==> src/rtl/seq_addsub_chunked_pkg.sv <==
// Shared types and sizing helpers for the chunked sequential adder/subtractor.
// The optional zero flag is enabled with SEQ_ADDSUB_ZERO_FLAG_EN.
package seq_addsub_pkg;

  typedef enum logic [1:0] {
    IDLE = 2'd0,
    RUN  = 2'd1,
    DONE = 2'd2
  } state_t;

  // Number of chunk steps per operation.
  function automatic int calc_n(input int width, input int chunk);
    return width / chunk;
  endfunction

  // Step counter width; never below one bit so N=1 still has a counter.
  function automatic int calc_cnt_w(input int width, input int chunk);
    int n;
    n = width / chunk;
    return (n > 1) ? $clog2(n) : 1;
  endfunction

endpackage

==> src/rtl/seq_addsub_chunked_if.sv <==
// Request/response bundle for seq_addsub_chunked; carries the zero flag only
// when SEQ_ADDSUB_ZERO_FLAG_EN is defined.
interface seq_addsub_chunked_if #(
  parameter int WIDTH = 16
);
  // Handshake: start is honoured only while idle or in the done cycle; operands
  // and cin are captured on that edge. busy is high for the whole run, done
  // pulses for one cycle, and s/cout/ovf stay valid until the next done.
  logic             start;
  logic             sub;
  logic [WIDTH-1:0] a;
  logic [WIDTH-1:0] b;
  logic             cin;
  logic             busy;
  logic             done;
  logic [WIDTH-1:0] s;
  logic             cout;
  logic             ovf;
`ifdef SEQ_ADDSUB_ZERO_FLAG_EN
  logic             zero;

  modport master (output start, sub, a, b, cin,
                  input  busy, done, s, cout, ovf, zero);
  modport slave  (input  start, sub, a, b, cin,
                  output busy, done, s, cout, ovf, zero);
`else
  modport master (output start, sub, a, b, cin,
                  input  busy, done, s, cout, ovf);
  modport slave  (input  start, sub, a, b, cin,
                  output busy, done, s, cout, ovf);
`endif
endinterface

==> src/rtl/seq_addsub_chunked_rca_chunk.sv <==
// Combinational W-bit ripple-carry slice used for one chunk per cycle.
module rca_chunk #(
  parameter int W = 4
) (
  input  logic [W-1:0] a,
  input  logic [W-1:0] b,
  input  logic         cin,
  output logic [W-1:0] s,
  output logic         cout
);

  logic c;

  always_comb begin
    s = '0;
    c = cin;
    for (int i = 0; i < W; i++) begin
      s[i] = a[i] ^ b[i] ^ c;
      c    = (a[i] & b[i]) | (c & (a[i] ^ b[i]));
    end
    cout = c;
  end

endmodule

==> src/rtl/seq_addsub_chunked.sv <==
// Multi-cycle adder/subtractor, CHUNK bits per clock with a registered carry.
// Define SEQ_ADDSUB_ZERO_FLAG_EN to add the registered zero-result flag.
module seq_addsub_chunked
  import seq_addsub_pkg::*;
#(
  parameter int WIDTH = 16,
  parameter int CHUNK = 4
) (
  input  logic                clk,
  input  logic                rst,
  seq_addsub_chunked_if.slave bus,
  output state_t              state_dbg
);

  localparam int N  = calc_n(WIDTH, CHUNK);
  localparam int CW = calc_cnt_w(WIDTH, CHUNK);

  if ((CHUNK < 1) || (WIDTH % CHUNK != 0)) begin : g_bad_chunk
    $error("seq_addsub_chunked: WIDTH must be a multiple of CHUNK");
  end

  state_t           state, state_nxt;
  logic [WIDTH-1:0] op_a, op_b, work, sum_full;
  logic             carry;
  logic [CW-1:0]    count;
  logic [CHUNK-1:0] chunk_a, chunk_b, chunk_s;
  logic             chunk_c;
  logic             accept, last;
  logic [WIDTH-1:0] s_q;
  logic             cout_q, ovf_q;

  assign accept    = bus.start && ((state == IDLE) || (state == DONE));
  assign last      = (state == RUN) && (count == CW'(N - 1));
  assign state_dbg = state;

  assign chunk_a = op_a[int'(count)*CHUNK +: CHUNK];
  assign chunk_b = op_b[int'(count)*CHUNK +: CHUNK];

  rca_chunk #(.W(CHUNK)) u_rca (
    .a    (chunk_a),
    .b    (chunk_b),
    .cin  (carry),
    .s    (chunk_s),
    .cout (chunk_c)
  );

  // Working value with the current chunk merged in; complete on the last step.
  always_comb begin
    sum_full = work;
    sum_full[int'(count)*CHUNK +: CHUNK] = chunk_s;
  end

  always_ff @(posedge clk) begin
    if (rst) state <= IDLE;
    else     state <= state_nxt;
  end

  always_comb begin
    state_nxt = state;
    case (state)
      IDLE:    if (bus.start) state_nxt = RUN;
      RUN:     if (last)      state_nxt = DONE;
      DONE:    state_nxt = bus.start ? RUN : IDLE;
      default: state_nxt = IDLE;
    endcase
  end

  always_comb begin
    bus.busy = (state == RUN);
    bus.done = (state == DONE);
  end

  // Subtraction runs as a + ~b + ~borrow, so cout=1 means no borrow.
  always_ff @(posedge clk) begin
    if (rst) begin
      op_a   <= '0;
      op_b   <= '0;
      work   <= '0;
      carry  <= 1'b0;
      count  <= '0;
      s_q    <= '0;
      cout_q <= 1'b0;
      ovf_q  <= 1'b0;
    end else if (accept) begin
      op_a  <= bus.a;
      op_b  <= bus.sub ? ~bus.b : bus.b;
      carry <= bus.sub ? ~bus.cin : bus.cin;
      count <= '0;
    end else if (state == RUN) begin
      work  <= sum_full;
      carry <= chunk_c;
      count <= count + 1'b1;
      if (last) begin
        s_q    <= sum_full;
        cout_q <= chunk_c;
        ovf_q  <= (op_a[WIDTH-1] == op_b[WIDTH-1]) &&
                  (sum_full[WIDTH-1] != op_a[WIDTH-1]);
      end
    end
  end

  assign bus.s    = s_q;
  assign bus.cout = cout_q;
  assign bus.ovf  = ovf_q;

`ifdef SEQ_ADDSUB_ZERO_FLAG_EN
  logic zero_q;

  always_ff @(posedge clk) begin
    if (rst)       zero_q <= 1'b0;
    else if (last) zero_q <= (sum_full == '0);
  end

  assign bus.zero = zero_q;
`endif

endmodule

==> src/flat_wrapper.sv <==
// flat-port wrapper written by rule: the top's interface ports become plain ports
module seq_addsub_chunked_flat import seq_addsub_pkg::*;
#(
  parameter int WIDTH = 16,
  parameter int CHUNK = 4
)
  (clk, rst, state_dbg, bus_start, bus_sub, bus_a, bus_b, bus_cin, bus_busy, bus_done, bus_s, bus_cout, bus_ovf);
  seq_addsub_chunked_if #(.WIDTH(WIDTH)) bus_i ();
  input  logic clk;
  input  logic rst;
  output state_t state_dbg;
  input wire logic [$bits(bus_i.start)-1:0] bus_start;
  input wire logic [$bits(bus_i.sub)-1:0] bus_sub;
  input wire logic [$bits(bus_i.a)-1:0] bus_a;
  input wire logic [$bits(bus_i.b)-1:0] bus_b;
  input wire logic [$bits(bus_i.cin)-1:0] bus_cin;
  output wire logic [$bits(bus_i.busy)-1:0] bus_busy;
  output wire logic [$bits(bus_i.done)-1:0] bus_done;
  output wire logic [$bits(bus_i.s)-1:0] bus_s;
  output wire logic [$bits(bus_i.cout)-1:0] bus_cout;
  output wire logic [$bits(bus_i.ovf)-1:0] bus_ovf;
  assign bus_i.start = bus_start;
  assign bus_i.sub = bus_sub;
  assign bus_i.a = bus_a;
  assign bus_i.b = bus_b;
  assign bus_i.cin = bus_cin;
  assign bus_busy = bus_i.busy;
  assign bus_done = bus_i.done;
  assign bus_s = bus_i.s;
  assign bus_cout = bus_i.cout;
  assign bus_ovf = bus_i.ovf;
  seq_addsub_chunked #(.WIDTH(WIDTH), .CHUNK(CHUNK)) u_core (.clk(clk), .rst(rst), .bus(bus_i), .state_dbg(state_dbg));
endmodule
==> config.mk <==
export PLATFORM = sky130hd
export DESIGN_NAME = seq_addsub_chunked_flat
export DESIGN_NICKNAME = d
export VERILOG_FILES = /design/src/rtl/seq_addsub_chunked_pkg.sv /design/src/rtl/seq_addsub_chunked_if.sv /design/src/rtl/seq_addsub_chunked_rca_chunk.sv /design/src/rtl/seq_addsub_chunked.sv /design/src/flat_wrapper.sv
export SDC_FILE = /design/constraint.sdc
export NUM_CORES = 1
export LEC_CHECK = 0
export ABC_AREA = 1
export CAP_MARGIN = 20
export CORE_ASPECT_RATIO = 0.75
export CORE_MARGIN = 5
export CORE_UTILIZATION = 47
export DETAILED_ROUTE_END_ITERATION = 8
export MAX_ROUTING_LAYER = met4
export PLACE_DENSITY = 0.75
export SLEW_MARGIN = 10
export SYNTH_ARGS = -nofsm -noshare
export SYNTH_HDL_FRONTEND = slang
export SYNTH_SLANG_ARGS = --single-unit
==> constraint.sdc <==
create_clock -name clk -period 3 [get_ports clk]
set_input_delay 0.3 -clock clk [delete_from_list [all_inputs] [get_ports clk]]
set_output_delay 0.3 -clock clk [all_outputs]
set_load 0.03 [all_outputs]
# After elaboration in Yosys (flattened, before gate mapping)
# Index checks and enable logic that the tools add are counted.
[word_totals]
ram_bits = 0
regBits = 71
rom_bits = 0
word_cells = 64
mem_count = 0
latch_bits = 0
input_bits = 37
[classes]
bitwise_logic = 23
n_lt_le_gt_ge = 0
shift = 4
n_addsub = 2
mux = 9
div_mod_pow = 0
n_mul = 0
n_reduce_logical = 10
eq_ne = 7
[ops]
columns = ["cell", "count"]
rows = [
  ["negator 4 -> 33 bit", 1],
  ["variable shift 4 x 33 -> 16 bit (first input constant)", 1],
  ["indexed part select 4 x 33 -> 16 bit", 1],
  ["indexed part select 16 x 5 -> 4 bit", 2],
  ["bitwise mux 16 bit", 1],
  ["2-to-1 mux 16 bit", 1],
  ["NOT 16 bit", 1],
  ["AND 1 bit", 8],
  ["XOR 1 bit", 8],
  ["case mux 2 bit (3 select lines)", 1],
  ["equality test 2 bit (second input constant)", 2],
  ["2-to-1 mux 1 bit", 4],
  ["2-to-1 mux 2 bit", 2],
  ["OR 1 bit", 4],
  ["AND reduction 2 bit", 2],
  ["logical AND 1 bit", 3],
  ["AND reduction 3 bit", 1],
  ["adder 2 x 1 -> 2 bit (second input constant)", 1],
  ["equality test 2 x 1 -> 1 bit (second input constant)", 1],
  ["logical NOT 2 bit", 1],
  ["inequality test 2 x 1 -> 1 bit (second input constant)", 1],
  ["inequality test 2 bit (second input constant)", 1],
  ["NOT 1 bit", 2],
  ["nonzero test 2 bit", 1],
  ["other kinds (4)", 4],
]

# Logic depth before layout (Yosys ltp)
[depth]
depth_word = 13
mapped_depth = 19
mapped_depth_nobuf = 17

# By module
# Synthesis repeated with hierarchy kept, for this count alone.
[hier_totals]
hier_cells = 460
area_unflattened_um2 = 3362.0
[modules_own_cells]
columns = ["module", "cells_each", "area_each_um2", "instances"]
rows = [
  ["seq_addsub_chunked", 446, 3244.4, 1],
  ["rca_chunk", 14, 117.6, 1],
]

# Worst setup path after synthesis
# OpenSTA, ideal clock, no wires.
[synth_timing]
path_kind = "register -> register"
start = "register u_core.count[0]"
end = "register u_core.ovf_q (netlist: u_core.bus.ovf)"
path_buffers = 2
required_time_ps = 2891
setup_time_ps = 109
arrival_time_ps = 2915
slack_ps = -24
stages_incl_launch_ff = 18
cell_sequence = "dfxtp_1 -> buf_2 -> buf_2 -> nand2_1 -> a32o_1 -> fa_1 -> inv_1 -> fa_1 -> inv_1 -> fa_1 -> inv_1 -> fa_1 -> nand3_1 -> o21ai_0 -> nand2_1 -> nand3_1 -> nand2_1 -> inv_1"
[synth_via]
elab_chain_cells = 13
word_cells_on_any_way = 28
cone_classes = "add/sub (1); eq/ne (2); shift (4); mux (1); bitwise (17); reduce/logical (3)"
[synth_rtl]
columns = ["element", "line", "rtl"]
rows = [
  ["start: declaration", "seq_addsub_chunked.sv:25", "logic [CW-1:0] count;"],
  ["start signal: assignment", "seq_addsub_chunked.sv:92", "count <= count + 1'b1;"],
  ["indexed part select 16 x 5 -> 4 bit, on equally long branches", "seq_addsub_chunked.sv:36, seq_addsub_chunked.sv:37", ""],
  ["XOR 1 bit", "seq_addsub_chunked_rca_chunk.sv:18, seq_addsub_chunked_rca_chunk.sv:19", ""],
  ["AND 1 bit", "seq_addsub_chunked_rca_chunk.sv:19", "c = (a[i] & b[i]) | (c & (a[i] ^ b[i]));"],
  ["OR 1 bit", "seq_addsub_chunked_rca_chunk.sv:19", ""],
  ["AND 1 bit", "seq_addsub_chunked_rca_chunk.sv:19", ""],
  ["OR 1 bit", "seq_addsub_chunked_rca_chunk.sv:19", ""],
  ["AND 1 bit", "seq_addsub_chunked_rca_chunk.sv:19", ""],
  ["OR 1 bit", "seq_addsub_chunked_rca_chunk.sv:19", ""],
  ["XOR 1 bit", "seq_addsub_chunked_rca_chunk.sv:18", "s[i] = a[i] ^ b[i] ^ c;"],
  ["indexed part select 4 x 33 -> 16 bit", "seq_addsub_chunked.sv:50", "sum_full[int'(count)*CHUNK +: CHUNK] = chunk_s;"],
  ["bitwise mux 16 bit", "seq_addsub_chunked.sv:50", ""],
  ["inequality test 1 bit", "seq_addsub_chunked.sv:97", "(sum_full[WIDTH-1] != op_a[WIDTH-1]);"],
  ["logical AND 1 bit", "seq_addsub_chunked.sv:96", "ovf_q <= (op_a[WIDTH-1] == op_b[WIDTH-1]) &&"],
  ["end signal: assignment", "seq_addsub_chunked.sv:96", ""],
  ["end: declaration", "seq_addsub_chunked.sv:30", "logic cout_q, ovf_q;"],
]
# Several ways; a longest one is shown, not always the timed one.
# A chain may end at the register's enable or synchronous reset.

# Final worst setup path
[layout_timing]
start = "register u_core.count[0]"
end = "register u_core.work[7]"
[layout_via]
elab_chain_cells = 11
word_cells_on_any_way = 23
cone_classes = "add/sub (1); shift (4); mux (1); bitwise (17)"
[layout_rtl]
columns = ["element", "line", "rtl"]
rows = [
  ["indexed part select 16 x 5 -> 4 bit, on equally long branches", "seq_addsub_chunked.sv:36, seq_addsub_chunked.sv:37", ""],
  ["XOR 1 bit", "seq_addsub_chunked_rca_chunk.sv:18, seq_addsub_chunked_rca_chunk.sv:19", ""],
  ["AND 1 bit", "seq_addsub_chunked_rca_chunk.sv:19", ""],
  ["OR 1 bit", "seq_addsub_chunked_rca_chunk.sv:19", ""],
  ["AND 1 bit", "seq_addsub_chunked_rca_chunk.sv:19", ""],
  ["OR 1 bit", "seq_addsub_chunked_rca_chunk.sv:19", ""],
  ["AND 1 bit", "seq_addsub_chunked_rca_chunk.sv:19", ""],
  ["OR 1 bit", "seq_addsub_chunked_rca_chunk.sv:19", ""],
  ["XOR 1 bit", "seq_addsub_chunked_rca_chunk.sv:18", ""],
  ["indexed part select 4 x 33 -> 16 bit", "seq_addsub_chunked.sv:50", ""],
  ["bitwise mux 16 bit (*)", "seq_addsub_chunked.sv:50", ""],
  ["end signal: assignment", "seq_addsub_chunked.sv:90", "work <= sum_full;"],
  ["end: declaration", "seq_addsub_chunked.sv:23", "logic [WIDTH-1:0] op_a, op_b, work, sum_full;"],
]
# Every way passes the cells marked *; elsewhere a longest branch is shown, timed or not.

==> run metrics <==
Hold WS=465.3 ps; CTS Hold Bufs=0; setup TNS=0 ps; Seq cells post-synth=71; CTS H-Tree Depth=3; DRC=0; syn_nets=488; Internal Pwr Total=1486 uW; GP Congestion=0.8952; final hold vios=0; Crit. End Element=flop; GRT Residual Overflow=0; Root Buffer=clkbuf_8; LEAKAGE=0.001685 uW; final-report max-slew violation count=0; largest net degree at the start of global routing=51; Sequential Power Share=around 50%; crit share post-route=95.49%; fin crit period=2865 ps; Setup Skew=approximately 6.6 ps; post-synthesis cell count=441; EDFF count, synth=0; crit-path max FO=8; layout cells sized above 1=8.400%; register area share after synthesis=42.56%; Unique masters post-synth=27; Die Area=0.008908 sq mm; Worst-path clk slew=70 ps; Setup crit start kind=flop; DRT Wirelength=8197 um; WP data required=3270 ps; synth top area cells=dfxtp_1 (43%), o21ai_0 (9.4%), nand2_1 (6.3%); top_reg_cell synth=dfxtp_1; core area=0.006864 sq mm; drt wl/cell=about 14 um; actual slew at the worst max-slew pin=912.1 ps; Net Switching=580.3 uW; # rows=26; gr usage total=19.15%; Starting Density=roughly half; antenna diode count=0; r2r setup slk=140 ps; final setup violation count=0; Post-Syn Area=0.003339 sq mm; Clk pwr share=32.3%; remaining antenna violation count after routing=0; Die Y-Extent=83 um; synth warn=0; PortBufs=58; HPWL after detailed placement=5778 um; area leader, netlist=dfxtp_1; clk buf depth=2; clock latency on the worst-skew pair=between 300 and 400 ps; vias in the first global route=2975; dpl ws=-122.7 ps; die span in x=between 100 and 150 um; most instantiated library cell after synthesis=dfxtp_1; CTS sink count=between 70 and 80; first-pass GRT wire length=13670 um; async set-reset flop share out of synthesis=0%; PwrDens=493.2 mW/mm^2; Worst VDD drop=between 0.2 and 0.25 mV; status=finished clean; area grow syn2layout=25.44%; Combinational Power Share=between 15 and 20%; Avg Inst Size Synth=about 7.6 sq um; Vias per Instance=5.134; DR iter-0 viols=154; max-cap viol count=0; CTS tree=built; Vias=approximately 3100; io pins=slightly below 60; worst rel slew slack=39.01%; WS Path Type=flop to flop; Hold/Removal Path Class=flop to flop; Synth top area share=between 40% and 50%; initial antenna violation count=0; Worst EP arrival=3140 ps; final worst slack=135.2 ps; Switching Share=between 20% and 30%; most frequent cells after synthesis=dfxtp_1 (71), o21ai_0 (63), nand2_1 (56), inv_1 (48), nor2_1 (48); Final nets=544; TritonCTS buffer count=9; Pre-antenna DRT Iters=4; Fmax=~0.35 GHz
-- cells by family after synthesis --
logic type | after synthesis | synth area share [%]
XOR/XNOR | 16 | 4.196
buffers and inverters | 78 | 9.929
adder cells (fa/ha/maj) | 10 | 4.646
AND/OR/NAND/NOR | 122 | 14.95
flip-flops | 71 | 42.56
AO/OA/AOI/OAI | 144 | 23.72
-- final cells by class --
cell class / count / area [sq um]
tap: 98 / 122.6
clock buffer: 13 / 158.9
inverter: 52 / 200.2
clock inverter: 1 / 5.005
sequential: 71 / 1429
timing repair buffer: 71 / 675.6
multi-input combinational: 292 / 1598
fill: 628 / 2675
-- layer usage --
| metal | GRT usage, % | routed length, um | vias to the layer above | share of wire (%) |
|---|---|---|---|---|
| met5 | - | 0 | - | 0 |
| met4 | 5.963 | 91 | 0 | 1.1 |
| met3 | 6.124 | 571 | 13 | 7.0 |
| met2 | 28.62 | 3710 | 96 | 45 |
| met1 | 24.74 | 3824 | 1401 | 47 |
| li1 | - | - | 1560 | - |
-- critical path, cell delays in order (launching register included) --
cell,delay (ps)
dfxtp_4,410
buf_4,160
a21oi_2,50
a21oi_1,150
fa_2,220
inv_2,40
fa_2,330
inv_1,80
fa_1,170
inv_2,40
fa_2,610
nand3_1,110
o22ai_1,180
nand2_1,80
a21oi_1,150
-- repair_timing --
item,in CTS,in global routing
endpoints found under the hold margin,0,0
pin swaps,0,2
gates resized for setup,1,14
setup buffers,0,1
setup endpoints to repair,8,10
-- registers in the layout, summed over array words and instances, names as in the netlist --
name	flops
u_core.bus.s	16
u_core.carry	1
u_core.count	2
u_core.bus.ovf	1
u_core.op_a	16
u_core.bus.cout	1
u_core.op_b	16
u_core.work	16
u_core.state_dbg	2
-- power by group through the flow --
stage                     registers (uW)  logic, uW  clock network, uW
after floorplan                     1040        240                  0
after global placement              1040        353                  0
after detailed placement            1040        364                  0
after CTS                           1020        366                679
after global routing                1030        422                724
final                               1020        377                667
-- cells in the final DEF (no fill, tap or decap), types with 3 or more instances in the layout --
cell | synthesis | layout
o21ai_1 | 7 | 9
fa_2 | 0 | 3
inv_1 | 48 | 44
dfxtp_1 | 71 | 69
buf_4 | 2 | 12
ha_1 | 6 | 6
o22ai_1 | 12 | 12
nand3_1 | 11 | 11
xnor2_1 | 16 | 16
nor2_1 | 48 | 48
o21ai_0 | 63 | 61
inv_2 | 3 | 6
clkbuf_8 | 0 | 11
a21oi_1 | 41 | 40
o21a_1 | 17 | 17
clkdlybuf4s50_1 | 0 | 58
nand2_1 | 56 | 56
nand4_1 | 4 | 4
-- path summary, 6_finish.rpt --
check | from | endpoint | depth (start not counted)
setup / recovery | u_core.count[0]$_SDFFE_PP0P_ | u_core.work[7]$_SDFFE_PP0P_ | 14
hold / removal | u_core.work[0]$_SDFFE_PP0P_ | u_core.work[0]$_SDFFE_PP0P_ | 2
setup reg to reg | u_core.count[0]$_SDFFE_PP0P_ | u_core.work[7]$_SDFFE_PP0P_ | 14
hold reg to reg | u_core.work[0]$_SDFFE_PP0P_ | u_core.work[0]$_SDFFE_PP0P_ | 2
-- per-stage QoR --
stage	instances	area [sq um]	util, %	total power (uW)
global placement	583	3999	58.26	1394
finish	598	4189	61.03	2066
global route	598	4189	61.03	2173
CTS	597	4164	60.66	2067
detailed placement	583	3999	58.26	1406
floorplan	441	3343	-	1275
Power figures use the tool's default switching activity.
